File: src/rtl/teclado_cajero.sv
// 4x4 matrix keypad scanner with debouncing for the cajero FSM: emits PIN digits
// in digit mode and accumulates decimal amounts in amount mode.
module teclado_cajero #(
  parameter int SCAN_CYCLES     = 2,
  parameter int DEBOUNCE_CYCLES = 4,
  parameter int MAX_DIGITOS     = 9
) (
  input  logic        clk,
  input  logic        rst,
  input  logic [3:0]  FILAS,
  output logic [3:0]  COLUMNAS,
  input  logic        MODO_MONTO,
  output logic [3:0]  DIGITO,
  output logic        DIGITO_STB,
  output logic [31:0] MONTO,
  output logic        MONTO_STB,
  output logic        EXCESO
);

  localparam int SW = (SCAN_CYCLES > 1) ? $clog2(SCAN_CYCLES) : 1;
  localparam int DW = $clog2(DEBOUNCE_CYCLES + 1);
  localparam int NW = $clog2(MAX_DIGITOS + 1);

  localparam logic [3:0] K_A    = 4'd10;
  localparam logic [3:0] K_B    = 4'd11;
  localparam logic [3:0] K_C    = 4'd12;
  localparam logic [3:0] K_D    = 4'd13;
  localparam logic [3:0] K_STAR = 4'd14;
  localparam logic [3:0] K_HASH = 4'd15;

  typedef enum logic [1:0] {SCAN, DEBOUNCE, EMIT, RELEASE} state_t;

  // Codes 0-9 are digits; letters, * and # get the codes above.
  function automatic logic [3:0] key_code(input logic [1:0] row, input logic [1:0] col);
    logic [3:0] k;
    case ({row, col})
      4'b00_00: k = 4'd1;
      4'b00_01: k = 4'd2;
      4'b00_10: k = 4'd3;
      4'b00_11: k = K_A;
      4'b01_00: k = 4'd4;
      4'b01_01: k = 4'd5;
      4'b01_10: k = 4'd6;
      4'b01_11: k = K_B;
      4'b10_00: k = 4'd7;
      4'b10_01: k = 4'd8;
      4'b10_10: k = 4'd9;
      4'b10_11: k = K_C;
      4'b11_00: k = K_STAR;
      4'b11_01: k = 4'd0;
      4'b11_10: k = K_HASH;
      default:  k = K_D;
    endcase
    return k;
  endfunction

  function automatic logic is_onehot(input logic [3:0] v);
    return (v != 4'd0) && ((v & (v - 4'd1)) == 4'd0);
  endfunction

  function automatic logic [1:0] row_index(input logic [3:0] v);
    logic [1:0] r;
    case (v)
      4'b0010: r = 2'd1;
      4'b0100: r = 2'd2;
      4'b1000: r = 2'd3;
      default: r = 2'd0;
    endcase
    return r;
  endfunction

  // acc*10 + digit using shifts; wraps at 32 bits (cannot happen below MAX_DIGITOS=9).
  function automatic logic [31:0] mul10_add(input logic [31:0] a, input logic [3:0] d);
    return (a << 3) + (a << 1) + {28'd0, d};
  endfunction

  state_t          state_q, state_d;
  logic [1:0]      col_idx_q, col_idx_d;
  logic [SW-1:0]   scan_cnt_q, scan_cnt_d;
  logic [DW-1:0]   db_cnt_q, db_cnt_d;
  logic [3:0]      row_q, row_d;
  logic            modo_q;
  logic [31:0]     acc_q, acc_d;
  logic [NW-1:0]   ndig_q, ndig_d;

  logic [3:0]      digito_p1, digito_d;
  logic            dstb_p1, dstb_d;
  logic [31:0]     monto_p1, monto_d;
  logic            mstb_p1, mstb_d;
  logic            exc_p1, exc_d;

  logic            mode_chg;
  logic [3:0]      key;

  assign mode_chg = (MODO_MONTO != modo_q);
  assign key      = key_code(row_index(row_q), col_idx_q);

  always_comb begin
    state_d    = state_q;
    col_idx_d  = col_idx_q;
    scan_cnt_d = scan_cnt_q;
    db_cnt_d   = db_cnt_q;
    row_d      = row_q;
    acc_d      = acc_q;
    ndig_d     = ndig_q;
    digito_d   = digito_p1;
    monto_d    = monto_p1;
    dstb_d     = 1'b0;
    mstb_d     = 1'b0;
    exc_d      = 1'b0;

    case (state_q)
      SCAN: begin
        if (scan_cnt_q == SW'(SCAN_CYCLES - 1)) begin
          scan_cnt_d = '0;
          if (is_onehot(FILAS)) begin
            row_d    = FILAS;
            db_cnt_d = '0;
            state_d  = DEBOUNCE;
          end else begin
            col_idx_d = col_idx_q + 2'd1;
          end
        end else begin
          scan_cnt_d = scan_cnt_q + 1'b1;
        end
      end
      DEBOUNCE: begin
        if (FILAS == row_q) begin
          if (db_cnt_q == DW'(DEBOUNCE_CYCLES - 1)) begin
            db_cnt_d = '0;
            state_d  = EMIT;
          end else begin
            db_cnt_d = db_cnt_q + 1'b1;
          end
        end else begin
          scan_cnt_d = '0;
          state_d    = SCAN;
        end
      end
      EMIT: begin
        state_d  = RELEASE;
        db_cnt_d = '0;
        if (!mode_chg) begin
          if (!MODO_MONTO) begin
            if (key <= 4'd9) begin
              digito_d = key;
              dstb_d   = 1'b1;
            end
          end else if (key <= 4'd9) begin
            if (ndig_q < NW'(MAX_DIGITOS)) begin
              acc_d  = mul10_add(acc_q, key);
              ndig_d = ndig_q + 1'b1;
            end else begin
              exc_d = 1'b1;
            end
          end else if (key == K_STAR) begin
            acc_d  = '0;
            ndig_d = '0;
          end else if (key == K_HASH && ndig_q != '0) begin
            monto_d = acc_q;
            mstb_d  = 1'b1;
            acc_d   = '0;
            ndig_d  = '0;
          end
        end
      end
      RELEASE: begin
        if (FILAS == 4'd0) begin
          if (db_cnt_q == DW'(DEBOUNCE_CYCLES - 1)) begin
            db_cnt_d   = '0;
            scan_cnt_d = '0;
            col_idx_d  = col_idx_q + 2'd1;
            state_d    = SCAN;
          end else begin
            db_cnt_d = db_cnt_q + 1'b1;
          end
        end else begin
          db_cnt_d = '0;
        end
      end
      default: state_d = SCAN;
    endcase

    // A mode switch abandons any partially entered amount.
    if (mode_chg) begin
      acc_d  = '0;
      ndig_d = '0;
    end
  end

  always_ff @(posedge clk or posedge rst) begin
    if (rst) begin
      state_q    <= SCAN;
      col_idx_q  <= '0;
      scan_cnt_q <= '0;
      db_cnt_q   <= '0;
      row_q      <= '0;
      modo_q     <= 1'b0;
      acc_q      <= '0;
      ndig_q     <= '0;
    end else begin
      state_q    <= state_d;
      col_idx_q  <= col_idx_d;
      scan_cnt_q <= scan_cnt_d;
      db_cnt_q   <= db_cnt_d;
      row_q      <= row_d;
      modo_q     <= MODO_MONTO;
      acc_q      <= acc_d;
      ndig_q     <= ndig_d;
    end
  end

  // Output stage: key actions become visible one clock after the EMIT cycle.
  always_ff @(posedge clk or posedge rst) begin
    if (rst) begin
      digito_p1 <= '0;
      dstb_p1   <= 1'b0;
      monto_p1  <= '0;
      mstb_p1   <= 1'b0;
      exc_p1    <= 1'b0;
    end else begin
      digito_p1 <= digito_d;
      dstb_p1   <= dstb_d;
      monto_p1  <= monto_d;
      mstb_p1   <= mstb_d;
      exc_p1    <= exc_d;
    end
  end

  assign COLUMNAS   = 4'b0001 << col_idx_q;
  assign DIGITO     = digito_p1;
  assign DIGITO_STB = dstb_p1;
  assign MONTO      = monto_p1;
  assign MONTO_STB  = mstb_p1;
  assign EXCESO     = exc_p1;

endmodule

File: config.mk
export PLATFORM = sky130hd
export DESIGN_NAME = teclado_cajero
export DESIGN_NICKNAME = d
export VERILOG_FILES = /design/src/rtl/teclado_cajero.sv
export SDC_FILE = /design/constraint.sdc
export NUM_CORES = 1
export LEC_CHECK = 0
export BUFFER_PORTS_ARGS = -buffer_cell sky130_fd_sc_hd__buf_4
export CAP_MARGIN = 10
export CELL_PAD_IN_SITES_DETAIL_PLACEMENT = 0
export CELL_PAD_IN_SITES_GLOBAL_PLACEMENT = 1
export CORE_MARGIN = 2
export CORE_UTILIZATION = 40
export DETAILED_ROUTE_END_ITERATION = 6
export GPL_ROUTABILITY_DRIVEN = 1
export PLACE_DENSITY_LB_ADDON = 0.05
export SETUP_SLACK_MARGIN = 0.05
export SLEW_MARGIN = 20
export SYNTH_ARGS = -nofsm -noshare
export SYNTH_HDL_FRONTEND = slang
export SYNTH_SLANG_ARGS = --single-unit
File: constraint.sdc
create_clock -name clk -period 4.86 [get_ports clk]
set_input_delay 0.972 -clock clk [delete_from_list [all_inputs] [get_ports clk]]
set_output_delay 0.972 -clock clk [all_outputs]
set_load 0.005 [all_outputs]
==> flow_summary.ini, run 1 <==
[logic_synthesis]
synthesis.nets = 660
synth_edf_count = 0
synth_top_area_share_pct = 37.53
synthTopCellsByArea = dfrtp_1, ha_1, mux2_2
yosysSeqAreaShare_pct = 37.53
synthesis.instances = 578
yosysMostFrequentCell = dfrtp_1
synth_common_cells = dfrtp_1, ha_1, nand2_1, mux2_2, a21oi_1
synth_area_leader_cell = dfrtp_1
synthArstFlopShare_pct = 100.0
synthFlopType = dfrtp_1
ys_types = 61
synth.avg_cell_area_sq_um = 10.15
synth_area_sq_um = 5867
ys_seq_elements = 88
yosys_warnings = 0

[floorplan]
fp-row-count = 44
num_io_pins = 50
start_util_pct = 40.67
dieArea_sq_um = 15650
die_x_um = 125.1
coreArea_sq_um = 14420
die_h_um = 125.1

[global_routing]
grt_pass1_wl_um = 22110
grt_overflow = 0
grt_max_degree = 46
antenna_found_initial = 0
grtUsageTotal_pct = 17.23
first_global_vias = 4385

[layout]
finalNonFillerCells = 813
drive_gt1_share_pct = 19.55
insertedDiodeCount = 0
nets = 706
syn2layout_area_growth_pct = 14.46

[cts]
cts_root_buf = clkbuf_16
cts_hold_buf = 0
cts_made_buffers = 9
cts_buffer_depth = 2
cts_tree = built
clock_latency_ps = 350
h-tree-depth = 3
clk_pin_slew_ps = 60
cts_sinks = 88
post_cts_resized = 0
cts_setup_buffers = 0

[sta]
final.setup.tns_ps = 0
setup_viol = 0
fin_crit_ps = 4318
tightestPinTransition_ps = 809.0
rsz0062_at_grt = no
final-hold-violation-count = 0
fin_crit_sh_pct = 88.84
slew_headroom_pct = 46.07
finClkSkew_ps = 4.415
whs_ps = 492.2
final_max_slew_viol_count = 0
setup_slack_ps = 542.2
fmax_mhz = 231.6

[route]
viasPerCell = 5.413
ant_nets = 0
wirelength_um = 12710
route.met3.wl_um = 272
drt_iter0_drc = 270
first_pass_iters = 6
wl_met1_um = 6342
routedWlPerCell_um = 15.63
drcViolationCount = 0
met2_length_um = 5870
highest-signal-layer = met4
vias = 4401

[placement]
io_buffers = 49
hpwlAfterDp_um = 9391
gp_congestion = 0.8533
placedCellCount = 797
place_ws_ps = 559.9

[critical_path]
slowest_delay_ps = 490
endpoint_kind = flip-flop
r2r_cells = 19
arrival_ps = 4580
path_class = flip-flop to flip-flop
startpoint = col_idx_q[0]
start_kind = flip-flop
critPathCapture = acc_q[28]
cp_common_cell = ha_1
path_cells = inv_1 > ha_1 > nor2b_1 > a211oi_1 > a211oi_2 > a211oi_2 > buf_4 > ha_1 > ha_1 > inv_1 > fa_1 > nand2b_1 > a21o_1 > a31oi_1 > a21o_1 > o21ai_0 > o31ai_1 > xnor2_1 > o31ai_1
slowest_stage = dfrtp_1
worstReg2RegStart = col_idx_q[0]
r2r_setup_slack_ps = 540
required_ps = 5120
r2r-end = acc_q[28]
path_max_fanout = 8

[pwr]
power_density_nw_per_um2 = 512.5
seqPwrFrac_pct = 31.9
p_switching_uw = 1411
pwr-share-comb_pct = 44.7
p_int_uw = 2030
swShare_pct = 41.01
leakagePower_uw = 0.003387
clock_power_share_pct = 23.4
ir_worst_vdd_mv = 0.2260

[flow_run]
cap_violations = 0

[status]
status = completed

[min_path]
whs_path_depth = 2
hold_path_class = flip-flop to flip-flop
==> flip-flops by register name, indices dropped and copies added (netlist names), named ones only <==
| name | flops |
|---|---|
| DIGITO | 4 |
| DIGITO_STB | 1 |
| EXCESO | 1 |
| MONTO | 32 |
| MONTO_STB | 1 |
| acc_q | 32 |
| col_idx_q | 2 |
| db_cnt_q | 3 |
| modo_q | 1 |
| ndig_q | 4 |
| row_q | 4 |
| scan_cnt_q | 1 |
| state_q | 1 |
==> worst max-delay path, delay by kind of cell (launching register included) <==
kind,cells,cell delay [ps]
simple gates,2,330
buf+inv,3,320
xor+xnor,1,110
compound gates,9,2010
flops,1,490
fa+ha+maj,4,950
==> routing by layer <==
metal,vias to the layer above,GRT usage (%)
met2,47,27.62
met3,13,2.396
met1,2137,23.84
li1,2204,-
met5,-,0
met4,0,6.405
==> power by group through the flow <==
stage / clock [uW] / sequential (uW) / combinational, uW
6_report: 805 / 1100 / 1540
2_1_floorplan: 0 / 1010 / 1250
5_1_grt: 857 / 1130 / 1750
3_3_place_gp: 0 / 1110 / 1530
3_5_place_dp: 0 / 1110 / 1550
4_1_cts: 831 / 1100 / 1550
==> layout make-up <==
class	count	area [sq um]
multi-input cells	450	3465
inverters	22	83.83
fillers	1403	7709
flip-flops and latches	88	2202
well taps	184	230.2
repair buffers	53	397.9
clock buffers	10	229.0
clock inverters	6	107.6
==> worst min-delay path by stage <==
stage                           start          end  slack [ps]
after floorplan             acc_q[31]    acc_q[31]         440
after global placement    db_cnt_q[1]  db_cnt_q[1]         470
after detailed placement  db_cnt_q[1]  db_cnt_q[1]         480
after CTS                 db_cnt_q[1]  db_cnt_q[1]         500
after global routing      db_cnt_q[2]  db_cnt_q[2]         520
final                     db_cnt_q[1]  db_cnt_q[1]         490
==> layout by cell type, fill, tap and decap left out, drive strengths merged, types with 3 or more instances in the layout <==
| cell type | Yosys | routed |
|---|---|---|
| nand3 | 11 | 11 |
| clkinv | 0 | 3 |
| ha | 73 | 73 |
| nor2 | 25 | 25 |
| inv | 22 | 21 |
| a31oi | 7 | 7 |
| dfrtp | 88 | 88 |
| mux2i | 3 | 3 |
| a21oi | 36 | 36 |
| nand2 | 68 | 68 |
| nor3 | 12 | 12 |
| mux2 | 40 | 40 |
| nand2b | 4 | 4 |
| xnor2 | 18 | 18 |
| nor2b | 9 | 9 |
| or2 | 3 | 3 |
| buf | 15 | 53 |
| nand4 | 4 | 4 |
| nor4 | 6 | 6 |
| o21bai | 3 | 3 |
| o21ai | 23 | 23 |
| a22o | 8 | 8 |
| o21a | 8 | 8 |
| xor2 | 16 | 16 |
| o31ai | 22 | 22 |
| a21o | 10 | 10 |
| a211oi | 6 | 6 |
| nand4b | 3 | 3 |
| bufinv | 0 | 3 |
| clkbuf | 3 | 10 |
==> metrics by stage <==
step                total power [uW]  instance area, sq um  utilization, %
CTS                             3484                  6713           46.54
global placement                2644                  6376           44.21
floorplan                       2262                  5867               -
global route                    3743                  6715           46.56
detailed placement              2660                  6376           44.21
finish                          3441                  6715           46.56
==> logic make-up after synthesis <==
group	count (synthesis)	share of synthesized area [%]
and+or+nand+nor	155	12.80
AOI/OAI and AO/OA	143	16.68
DFF	88	37.53
adders and majority gates	75	16.25
muxes	43	8.189
buffers and inverters	40	3.476
xor gates and xnor gates	34	5.076
No activity file was read; power rests on OpenSTA's default activity.
==> inputs of run 2 (changes only) <==
--- a/config.mk
+++ b/config.mk
@@ -10,7 +10,7 @@
 export CELL_PAD_IN_SITES_DETAIL_PLACEMENT = 0
 export CELL_PAD_IN_SITES_GLOBAL_PLACEMENT = 1
 export CORE_MARGIN = 2
-export CORE_UTILIZATION = 40
+export CORE_UTILIZATION = 43
 export DETAILED_ROUTE_END_ITERATION = 6
 export GPL_ROUTABILITY_DRIVEN = 1
 export PLACE_DENSITY_LB_ADDON = 0.05
==> flow_summary.ini, run 2 (synthesis results as in run 1) <==
[critical_path]
endpoint_kind = flip-flop
cp_common_cell = ha_1
path_max_fanout = 8
path_class = flip-flop to flip-flop
slowest_stage = dfrtp_1
r2r-end = acc_q[28]
path_buf_inv = 2
crit_family = compound AO/OA/AOI/OAI gates
arrival_ps = 4600
worstReg2RegStart = col_idx_q[0]
r2r_setup_slack_ps = 510
slowest_delay_ps = 500
r2r_cells = 18
path_cells = inv_1 > ha_1 > nor2b_1 > a211oi_1 > a211oi_2 > a211oi_4 > ha_1 > ha_1 > inv_1 > fa_1 > nand2b_1 > a21o_1 > a31oi_1 > a21o_1 > o21ai_0 > o31ai_1 > xnor2_1 > o31ai_1
start_kind = flip-flop
required_ps = 5110

[sta]
slew_headroom_pct = 45.34
setup_slack_ps = 509.5
tightestPinTransition_ps = 819.9
whs_ps = 477.8
rsz0062_at_grt = no
final-hold-violation-count = 0
fmax_mhz = 229.9
finClkSkew_ps = 6.995
setup_viol = 0
fin_crit_ps = 4351
fin_crit_sh_pct = 89.52
final.setup.tns_ps = 0
final_max_slew_viol_count = 0

[pwr]
leakagePower_uw = 0.003375
ir_worst_vdd_mv = 0.2207
pwr-share-comb_pct = 45.2
seqPwrFrac_pct = 32.7
swShare_pct = 40.99
p_int_uw = 1987
clock_power_share_pct = 22.2
power_density_nw_per_um2 = 503.8
p_switching_uw = 1380

[placement]
postPlaceCellArea_sq_um = 6359
place_ws_ps = 475.3
hpwlAfterDp_um = 9193
io_buffers = 49
gp_congestion = 0.8176

[cts]
cts_sinks = 88
h-tree-depth = 3
cts_hold_buf = 0
cts_tree = built
cts_root_buf = clkbuf_16
clk_pin_slew_ps = 60
cts_buffer_depth = 2
cts_made_buffers = 9
clock_latency_ps = 340

[global_routing]
first_global_vias = 4274
antenna_found_initial = 0
grt_pass1_wl_um = 21590
grt_max_degree = 48
grtUsageTotal_pct = 18.55
grt_overflow = 0

[min_path]
holdPathEnd = acc_q[31]
hold_path_class = flip-flop to flip-flop
whs_path_depth = 2
min-delay-start = acc_q[31]

[route]
ant_nets = 0
first_pass_iters = 6
vias = 4394
drt_iter0_drc = 244
viasPerCell = 5.465
wirelength_um = 12550
drcViolationCount = 0
routedWlPerCell_um = 15.61

[layout]
nets = 705
stdcell_area_sq_um = 6681
layout.cells.most_common = dfrtp_1
syn2layout_area_growth_pct = 13.88
insertedDiodeCount = 0
drive_gt1_share_pct = 18.95
final_cell_mix = dfrtp_1, ha_1, nand2_1

[flow_run]
cap_violations = 0

[floorplan]
coreArea_sq_um = 13300
die_x_um = 120.8
start_util_pct = 44.13
num_io_pins = 50
fp-row-count = 42
die_h_um = 120.8
dieArea_sq_um = 14590

[status]
status = completed
## run 2: how the worst max path moves through the flow
stage / startpoint / end / cells past startpoint
2_1_floorplan: col_idx_q[0] / acc_q[28] / 18
3_3_place_gp: col_idx_q[0] / acc_q[28] / 18
3_5_place_dp: col_idx_q[0] / acc_q[28] / 18
4_1_cts: col_idx_q[0] / acc_q[28] / 18
5_1_grt: col_idx_q[0] / acc_q[28] / 18
6_report: col_idx_q[0] / acc_q[28] / 18
## run 2: final cells by class
cell class,instances,area [sq um]
clock buffer,13,250.2
tap,176,220.2
sequential,88,2202
timing repair buffer,52,390.4
fill,1262,6614
multi-input combinational,450,3470
clock inverter,3,65.06
inverter,22,83.83
## run 2: power groups by stage
stage	registers (uW)	clock network [uW]	logic, uW
finish	1100	746	1520
global route	1130	800	1740
CTS	1100	767	1530
detailed placement	1110	0	1520
global placement	1110	0	1500
floorplan	1010	0	1250
## run 2: timing repair
item	CTS	global route
gates resized for setup	0	1
buffers inserted	0	0
setup endpoints to repair	0	1
## run 2: metal layers
metal  routed length (um)  global-route usage [%]  up-vias
met5                    0                       0        -
met3                  300                   2.972       14
met4                  216                   7.340        0
li1                     -                       -     2205
met1                 6370                   26.19     2120
met2                 5662                   28.43       55
## run 2: tightest hold or removal path: stages (launching register included)
cell and delay (ps):
dfrtp_1 330, nand2_1 50, o31ai_1 50
## run 2: metrics by stage
stage          utilization, %  total power [uW]  instances
2_1_floorplan               -              2262        578
3_3_place_gp            47.83              2614        788
3_5_place_dp            47.83              2639        788
4_1_cts                 50.20              3398        804
5_1_grt                 50.25              3671        804
6_report                50.25              3366        804
==> inputs of run 3 (changes only) <==
--- a/config.mk
+++ b/config.mk
@@ -7,13 +7,14 @@
 export LEC_CHECK = 0
 export BUFFER_PORTS_ARGS = -buffer_cell sky130_fd_sc_hd__buf_4
 export CAP_MARGIN = 10
-export CELL_PAD_IN_SITES_DETAIL_PLACEMENT = 0
+export CELL_PAD_IN_SITES_DETAIL_PLACEMENT = 1
 export CELL_PAD_IN_SITES_GLOBAL_PLACEMENT = 1
 export CORE_MARGIN = 2
 export CORE_UTILIZATION = 43
 export DETAILED_ROUTE_END_ITERATION = 6
 export GPL_ROUTABILITY_DRIVEN = 1
 export PLACE_DENSITY_LB_ADDON = 0.05
+export RECOVER_POWER = 100
 export SETUP_SLACK_MARGIN = 0.05
 export SLEW_MARGIN = 20
 export SYNTH_ARGS = -nofsm -noshare
==> flow_summary.ini, run 3 (synthesis results as in run 1) <==
[route]
ant_nets = 0
first_pass_iters = 4
vias = 4479
wirelength_um = 13940
drt_iter0_drc = 184
drcViolationCount = 0
viasPerCell = 5.571
routedWlPerCell_um = 17.34

[min_path]
holdPathEnd = acc_q[31]
min-delay-start = acc_q[31]
whs_path_depth = 2
hold_path_class = flip-flop to flip-flop

[layout]
final_cell_mix = dfrtp_1, ha_1, nand2_1
nets = 705
drive_gt1_share_pct = 16.72
stdcell_area_sq_um = 6574
fin_util_pct = 49.44
layout.cells.most_common = dfrtp_1
num-fill-cells = 1504
syn2layout_area_growth_pct = 12.05
insertedDiodeCount = 0

[critical_path]
r2r_setup_slack_ps = 430
slowest_delay_ps = 500
endpoint_kind = flip-flop
cp_common_cell = ha_1
path_max_fanout = 8
r2r-end = acc_q[28]
slowest_stage = dfrtp_1
arrival_ps = 4590
start_kind = flip-flop
path_cells = inv_1 > ha_1 > nor2b_1 > a211oi_1 > a211oi_1 > a211oi_4 > ha_1 > ha_1 > inv_1 > fa_1 > nand2b_1 > a21o_1 > a31oi_1 > a21o_1 > o21ai_0 > o31ai_1 > xnor2_1 > o31ai_1
worstReg2RegStart = col_idx_q[0]
r2r_cells = 18
required_ps = 5020
path_class = flip-flop to flip-flop

[pwr]
clock_power_share_pct = 19.8
leakagePower_uw = 0.003283
ir_worst_vdd_mv = 0.1938
swShare_pct = 43.34
p_switching_uw = 1427
seqPwrFrac_pct = 33.5
pwr-share-comb_pct = 46.6
power_density_nw_per_um2 = 500.9
p_int_uw = 1866

[cts]
cts_buffer_depth = 2
cts_made_buffers = 9
cts_tree = built
cts_hold_buf = 0
clock_latency_ps = 360
clk_pin_slew_ps = 60
cts_root_buf = clkbuf_16
h-tree-depth = 3
cts_sinks = 88

[sta]
fmax_mhz = 225.8
final_max_slew_viol_count = 119
setup_viol = 0
tightestPinTransition_ps = 2157
finClkSkew_ps = 5.036
slew_headroom_pct = -44.62
rsz0062_at_grt = no
final-hold-violation-count = 0
fin_crit_sh_pct = 91.11
final.setup.tns_ps = 0
fin_crit_ps = 4428

[placement]
hpwlAfterDp_um = 10120
gp_congestion = 0.8176
postPlaceCellArea_sq_um = 6359
io_buffers = 49

[flow_run]
cap_violations = 3

[global_routing]
grt_max_degree = 48
grtUsageTotal_pct = 20.78
first_global_vias = 4767
antenna_found_initial = 0
grt_overflow = 0
grt_pass1_wl_um = 24060

[status]
violations = max-capacitance violations, max-slew violations
status = finished, violations left

[floorplan]
dieArea_sq_um = 14590
num_io_pins = 50
start_util_pct = 44.13
die_x_um = 120.8
fp-row-count = 42
die_h_um = 120.8
coreArea_sq_um = 13300
## run 3: cell count changes in the layout (fill, tap and decap cells not counted), moves of 2 or more
cell,change
bufinv_16,-2
buf_4,-49
clkinv_2,+2
clkbuf_1,+9
clkbuf_4,+38
## run 3: how the worst max path moves through the flow
stage                      start        end
floorplan           col_idx_q[0]  acc_q[28]
global placement    col_idx_q[0]  acc_q[28]
detailed placement  col_idx_q[0]  acc_q[28]
CTS                 col_idx_q[0]  acc_q[28]
global route        col_idx_q[0]  acc_q[28]
finish              col_idx_q[0]  acc_q[28]
## run 3: worst max-delay path, delay by kind of cell (launching register included)
family	cells	cell delay, ps
and+or+nand+nor	2	340
buffers and inverters	2	190
AOI/OAI and AO/OA	9	1970
xor gates and xnor gates	1	160
adders and majority gates	4	1080
DFF	1	500
## run 3: power groups by stage
| stage | sequential, uW | combinational (uW) | clock [uW] |
|---|---|---|---|
| after floorplan | 1010 | 1250 | 0 |
| after global placement | 1110 | 1500 | 0 |
| after detailed placement | 1120 | 1550 | 0 |
| after CTS | 1110 | 1570 | 669 |
| after global routing | 1140 | 1760 | 701 |
| final | 1100 | 1540 | 653 |
## run 3: what timing repair did
action,CTS,global route
buffers inserted,0,0
setup endpoints to repair,0,2
resized for setup,0,1
## run 3: layout make-up
class | instances | area (sq um) | area share (%)
clock buffers | 12 | 246.5 | 3.750
clock inverters | 4 | 20.02 | 0.3045
inverters | 22 | 83.83 | 1.275
multi-input cells | 450 | 3451 | 52.49
flip-flops and latches | 88 | 2202 | 33.50
well taps | 176 | 220.2 | 3.350
repair buffers | 52 | 350.3 | 5.329
## run 3: per-layer routing
metal / vias up / share of wire [%] / track usage (%)
met3: 10 / 2.3 / 3.962
met4: 0 / 1.4 / 6.759
met1: 2239 / 48 / 27.51
li1: 2183 / - / -
met2: 47 / 48 / 34.22
met5: - / 0 / 0
## run 3: per-stage QoR
step	hold slack, ps	power, uW	instances	setup WS [ps]
6_report	479.4	3293	804	432.1
5_1_grt	509.4	3595	804	61.78
4_1_cts	486.9	3348	804	372.9
3_5_place_dp	472.8	2671	788	406.7
3_3_place_gp	471.8	2614	788	628.8
2_1_floorplan	444.6	2262	578	1029
